--- config.mk ---
export PLATFORM = sky130hd
export DESIGN_NAME = edge_level_gen
export DESIGN_NICKNAME = d
export VERILOG_FILES = /design/src/rtl/edge_level_gen_pkg.sv /design/src/rtl/edge_level_gen_min_width_counter.sv /design/src/rtl/edge_level_gen.sv
export SDC_FILE = /design/constraint.sdc
export NUM_CORES = 1
export LEC_CHECK = 0
export CORE_MARGIN = 5
export CORE_UTILIZATION = 35
export DETAILED_ROUTE_END_ITERATION = 8
export SLEW_MARGIN = 5
export SYNTH_ARGS = -nofsm -noshare
export SYNTH_HDL_FRONTEND = slang
export SYNTH_SLANG_ARGS = --single-unit
--- constraint.sdc ---
create_clock -name clk -period 3.95 [get_ports clk]
set_clock_uncertainty 0.2 [all_clocks]
set_input_delay 0.395 -clock clk [delete_from_list [all_inputs] [get_ports clk]]
set_output_delay 0.395 -clock clk [all_outputs]
set_load 0.1 [all_outputs]
--- src/rtl/edge_level_gen_pkg.sv ---
// edge_level_gen_pkg: shared state encoding and hold reload helper for edge_level_gen
package edge_level_gen_pkg;
  typedef enum logic [1:0] {
    IDLE_LOW  = 2'd0,
    HOLD_HIGH = 2'd1,
    IDLE_HIGH = 2'd2,
    HOLD_LOW  = 2'd3
  } state_t;
  typedef enum logic {DIR_LOW = 1'b0, DIR_HIGH = 1'b1} dir_t;
  function automatic int unsigned reload_val(input dir_t dir, input int unsigned min_high,
                                             input int unsigned min_low);
    return (dir == DIR_HIGH ? min_high : min_low) - 1;
  endfunction
endpackage

--- src/rtl/edge_level_gen_min_width_counter.sv ---
// min_width_counter: load/decrement hold counter with a zero flag
module min_width_counter #(
  parameter int unsigned CNT_W = 4
) (
  input  logic             clk,
  input  logic             reset,
  input  logic             load_i,
  input  logic             dec_i,
  input  logic [CNT_W-1:0] val_i,
  output logic             zero_o
);
  logic [CNT_W-1:0] cnt;
  always_ff @(posedge clk)
    if (reset) cnt <= '0;
    else if (load_i) cnt <= val_i;
    else if (dec_i && cnt != '0) cnt <= cnt - 1'b1;
  assign zero_o = cnt == '0;
endmodule

--- src/rtl/edge_level_gen.sv ---
// edge_level_gen: turns rise/fall request strobes into a level with minimum high/low widths
module edge_level_gen
  import edge_level_gen_pkg::*;
#(
  parameter int unsigned MIN_HIGH = 3,
  parameter int unsigned MIN_LOW  = 3,
  parameter int unsigned CNT_W    = 4
) (
  input  logic clk,
  input  logic reset,
  input  logic rise_req_i,
  input  logic fall_req_i,
  output logic level_o,
  output logic rise_o,
  output logic fall_o,
  output logic busy_o,
  output logic drop_o
);
  state_t state, state_n;
  dir_t load_dir;
  logic pend, pend_n, load, dec, zero, drop_n, rise_n, fall_n, r, f, both;
  assign both = rise_req_i & fall_req_i;
  assign r = rise_req_i & ~fall_req_i;
  assign f = fall_req_i & ~rise_req_i;
  min_width_counter #(.CNT_W(CNT_W)) u_cnt (
    .clk(clk),
    .reset(reset),
    .load_i(load),
    .dec_i(dec),
    .val_i(CNT_W'(reload_val(load_dir, MIN_HIGH, MIN_LOW))),
    .zero_o(zero)
  );
  always_comb begin
    state_n = state;
    pend_n = pend;
    load = 1'b0;
    load_dir = DIR_LOW;
    dec = 1'b0;
    drop_n = both;
    rise_n = 1'b0;
    fall_n = 1'b0;
    unique case (state)
      IDLE_LOW: if (r) begin
        state_n = HOLD_HIGH;
        load = 1'b1;
        load_dir = DIR_HIGH;
        rise_n = 1'b1;
      end
      IDLE_HIGH: if (f) begin
        state_n = HOLD_LOW;
        load = 1'b1;
        fall_n = 1'b1;
      end
      HOLD_HIGH:
        if (!zero) begin
          dec = 1'b1;
          if (f) begin
            drop_n = pend;
            pend_n = 1'b1;
          end else if (r) pend_n = 1'b0;
        end else if (pend || f) begin
          state_n = HOLD_LOW;
          load = 1'b1;
          fall_n = 1'b1;
          pend_n = 1'b0;
        end else state_n = IDLE_HIGH;
      HOLD_LOW:
        if (!zero) begin
          dec = 1'b1;
          if (r) begin
            drop_n = pend;
            pend_n = 1'b1;
          end else if (f) pend_n = 1'b0;
        end else if (pend || r) begin
          state_n = HOLD_HIGH;
          load = 1'b1;
          load_dir = DIR_HIGH;
          rise_n = 1'b1;
          pend_n = 1'b0;
        end else state_n = IDLE_LOW;
    endcase
  end
  always_ff @(posedge clk)
    if (reset) begin
      state <= IDLE_LOW;
      pend <= 1'b0;
      level_o <= 1'b0;
      rise_o <= 1'b0;
      fall_o <= 1'b0;
      busy_o <= 1'b0;
      drop_o <= 1'b0;
    end else begin
      state <= state_n;
      pend <= pend_n;
      level_o <= state_n == HOLD_HIGH || state_n == IDLE_HIGH;
      rise_o <= rise_n;
      fall_o <= fall_n;
      busy_o <= state_n == HOLD_HIGH || state_n == HOLD_LOW;
      drop_o <= drop_n;
    end
endmodule

==> out/qor.txt <==
clock sinks: 12
filler instances: 194
post-synth cell types: 32
Final Hold Fails: 0
status: completed
register bit total from synthesis: 12
layout cells sized above 1: 0.09474
Rows: 16
Die X: 56.12 µm
Syn. warnings: 0
Max Used Layer: met4
Final Hold Slack: 0.3410 ns
syn_nets: 100
DRT met1 WL: 744 µm
number of vias per cell: 5.115
Final Max Tran Viols: 0
CTS Buffer Depth: 2
CP startpoint kind: register
Synth top area share: 0.3227
# hold bufs at CTS: 0
period utilization: 0.5879
worst hold endpoint: drop_o
Synth area leader: dfxtp_1
CP Data Required Time: 3.36 ns
Pre-antenna DRT Iters: 4
hold path cells: 2
Starting Density: 0.3719
critical path's largest stage delay: 1.12 ns
final instance area: 875.8 µm²
First DRT Iteration DRCs: 23
Core ar.: 2002 µm²
post-CTS setup buffers: 0
CTS root buf: clkbuf_4
post-route DRC violation count: 0
Post-CTS Resized: 0
Overflow after GRT: 0
FMAX: 430.6 MHz
Global Route Usage Sum: 0.09986
hold path start: pend
Lkg Pwr: 0.3579 nW
Slew Limit Headroom: 0.3508
power per cell area: 712.9 nW/µm²
slowest CP cell: clkdlybuf4s50_1
actual slew at the worst max-slew pin: 0.9708 ns
RD Place Congestion: 0.8264
crit path kind: register to output port
Multi-input gate area: 444.2 µm²
synthesized area: 744.5 µm²
worst reg2reg path depth: 8
min cycle time layout: 2.322 ns
kind of cell adding the most delay to the critical path: buffers and inverters
H-tree Lvls: 1
synthesized netlist cell count: 86
Reg2Reg Capture Point: level_o
Final nets: 110
VDD IR max: 0.3545 mV
worst skew pair latency: 0.29 ns
Clock transition at path regs: 0.08 ns
Area Overhead vs Synth: 17.65%
register area share after synthesis: 0.3227
metal2 WL: 580 µm
Ant. Diodes: 0
overall power: 0.6244 mW
Buf/Inv on CP: 1
Storage cell area: 240.2 µm²
Avg Cell Area, Syn: 8.657 µm²
top cells by area, synth: dfxtp_1 (32%), ha_1 (17%), inv_1 (5.5%)
DRT Wirelength: 1.433 mm
crit end category: output port
CP Data Arrival Time: 1.73 ns
TritonCTS clock tree: built
r2r startpoint: u_cnt.cnt[0]
I/O pins: 9
Die ar.: 3149 µm²
post-route ant nets: 0
drt wl/cell: 11.75 µm
R2R Setup Slk: 1.66 ns
# setup viols final: 0
met3 wire length: 77 µm
Fin Setup TNS: 0 ns
vias: 624
initial antenna violation count: 0
DP Wirelength: 1.087 mm
Max FO, Critical Path: 1
first-pass GRT wire length: 2.428 mm
port buffer count: 8
dpl cell area: 839.6 µm²
RSZ-0062 raised after global routing: false
vias in the first global route: 562
CTS Buf Count: 3
chip height: 56.12 µm
crit-path cells: clkdlybuf4s50_1
Hold Path Class: register to register
total of max-cap violations: 0
largest net degree at the start of global routing: 12
## synthesized netlist by cell type (all sizes together)
cell type	count
a22oi	1
nor2	8
o211ai	1
o31a	2
xnor2	2
o21ai	7
nand2	2
a32o	1
o31ai	4
clkbuf	2
nor3	5
buf	1
o32a	1
dfxtp	12
o22ai	1
a22o	1
and3	1
nand3	1
inv	11
and2	1
a21oi	4
nor3b	2
mux2i	1
ha	10
o21a	1
nand2b	1
or3	1
or3b	1
## power breakdown
group	total (mW)	internal (mW)	leakage, nW	switching (mW)
sequential	0.166	0.148	0.0980	0.0175
combinational	0.356	0.126	0.239	0.230
clock	0.103	0.0562	0.0210	0.0467
## worst reg2reg max path, cell delays in order, from the launching register on
cell and delay [ns]:
dfxtp_1 0.32, inv_1 0.08, ha_1 0.19, or3b_1 0.51, o31ai_1 0.26, a32o_2 0.25, inv_1 0.05, ha_1 0.28
nor2_1 0.10
## worst max-delay path by stage
stage            startpoint       to  slack, ns  depth (start not counted)
6_report             fall_o   fall_o       1.63                          1
5_1_grt        u_cnt.cnt[0]  level_o       1.50                          8
4_1_cts              fall_o   fall_o       1.62                          1
3_5_place_dp     rise_req_i  level_o       1.41                          9
3_3_place_gp     rise_req_i  level_o       1.42                          7
2_1_floorplan  u_cnt.cnt[0]  level_o       1.88                          9
## cell families after synthesis
logic type               synth area share
XOR/XNOR                          0.02353
flip-flops                         0.3227
AO/OA/AOI/OAI                      0.2353
multiplexers                      0.01345
AND/OR/NAND/NOR                    0.1563
buffers and inverters             0.08068
adder cells (fa/ha/maj)            0.1681
## cell type report
type | count | area share
timing repair buffer | 8 | 0.09143
multi-input combinational | 60 | 0.5071
tap | 27 | 0.03857
clock buffer | 4 | 0.04143
sequential | 12 | 0.2743
inverter | 11 | 0.04714
## through the flow
step / setup slack [ns] / instances / utilization
after CTS: 1.615 / 122 / 0.4375
after global routing: 1.499 / 122 / 0.4375
final: 1.628 / 122 / 0.4375
after detailed placement: 1.415 / 118 / 0.4194
after global placement: 1.422 / 118 / 0.4194
after floorplan: 1.878 / 86 / -
## layer usage
metal | up-vias | GRT usage
li1 | 320 | -
met5 | - | 0
met1 | 287 | 0.1330
met3 | 5 | 0.03480
met4 | 0 | 0.06102
met2 | 12 | 0.1352
## cells in the final DEF, fill, tap and decap left out, types with 3 or more instances in the layout
| master | Yosys | routed |
|---|---|---|
| a21oi_1 | 4 | 4 |
| clkbuf_4 | 0 | 3 |
| clkdlybuf4s50_1 | 0 | 8 |
| dfxtp_1 | 12 | 12 |
| ha_1 | 10 | 10 |
| inv_1 | 11 | 11 |
| nor2_1 | 8 | 8 |
| nor3_1 | 5 | 5 |
| o21ai_0 | 4 | 4 |
| o31ai_1 | 3 | 3 |
## registers in the layout, indices dropped and copies added, names as in the netlist
register and flops:
u_cnt.cnt 4, drop_o 1, pend 1, rise_o 1, level_o 1, busy_o 1
fall_o 1, state 2
No activity file was read; power rests on OpenSTA's default activity.
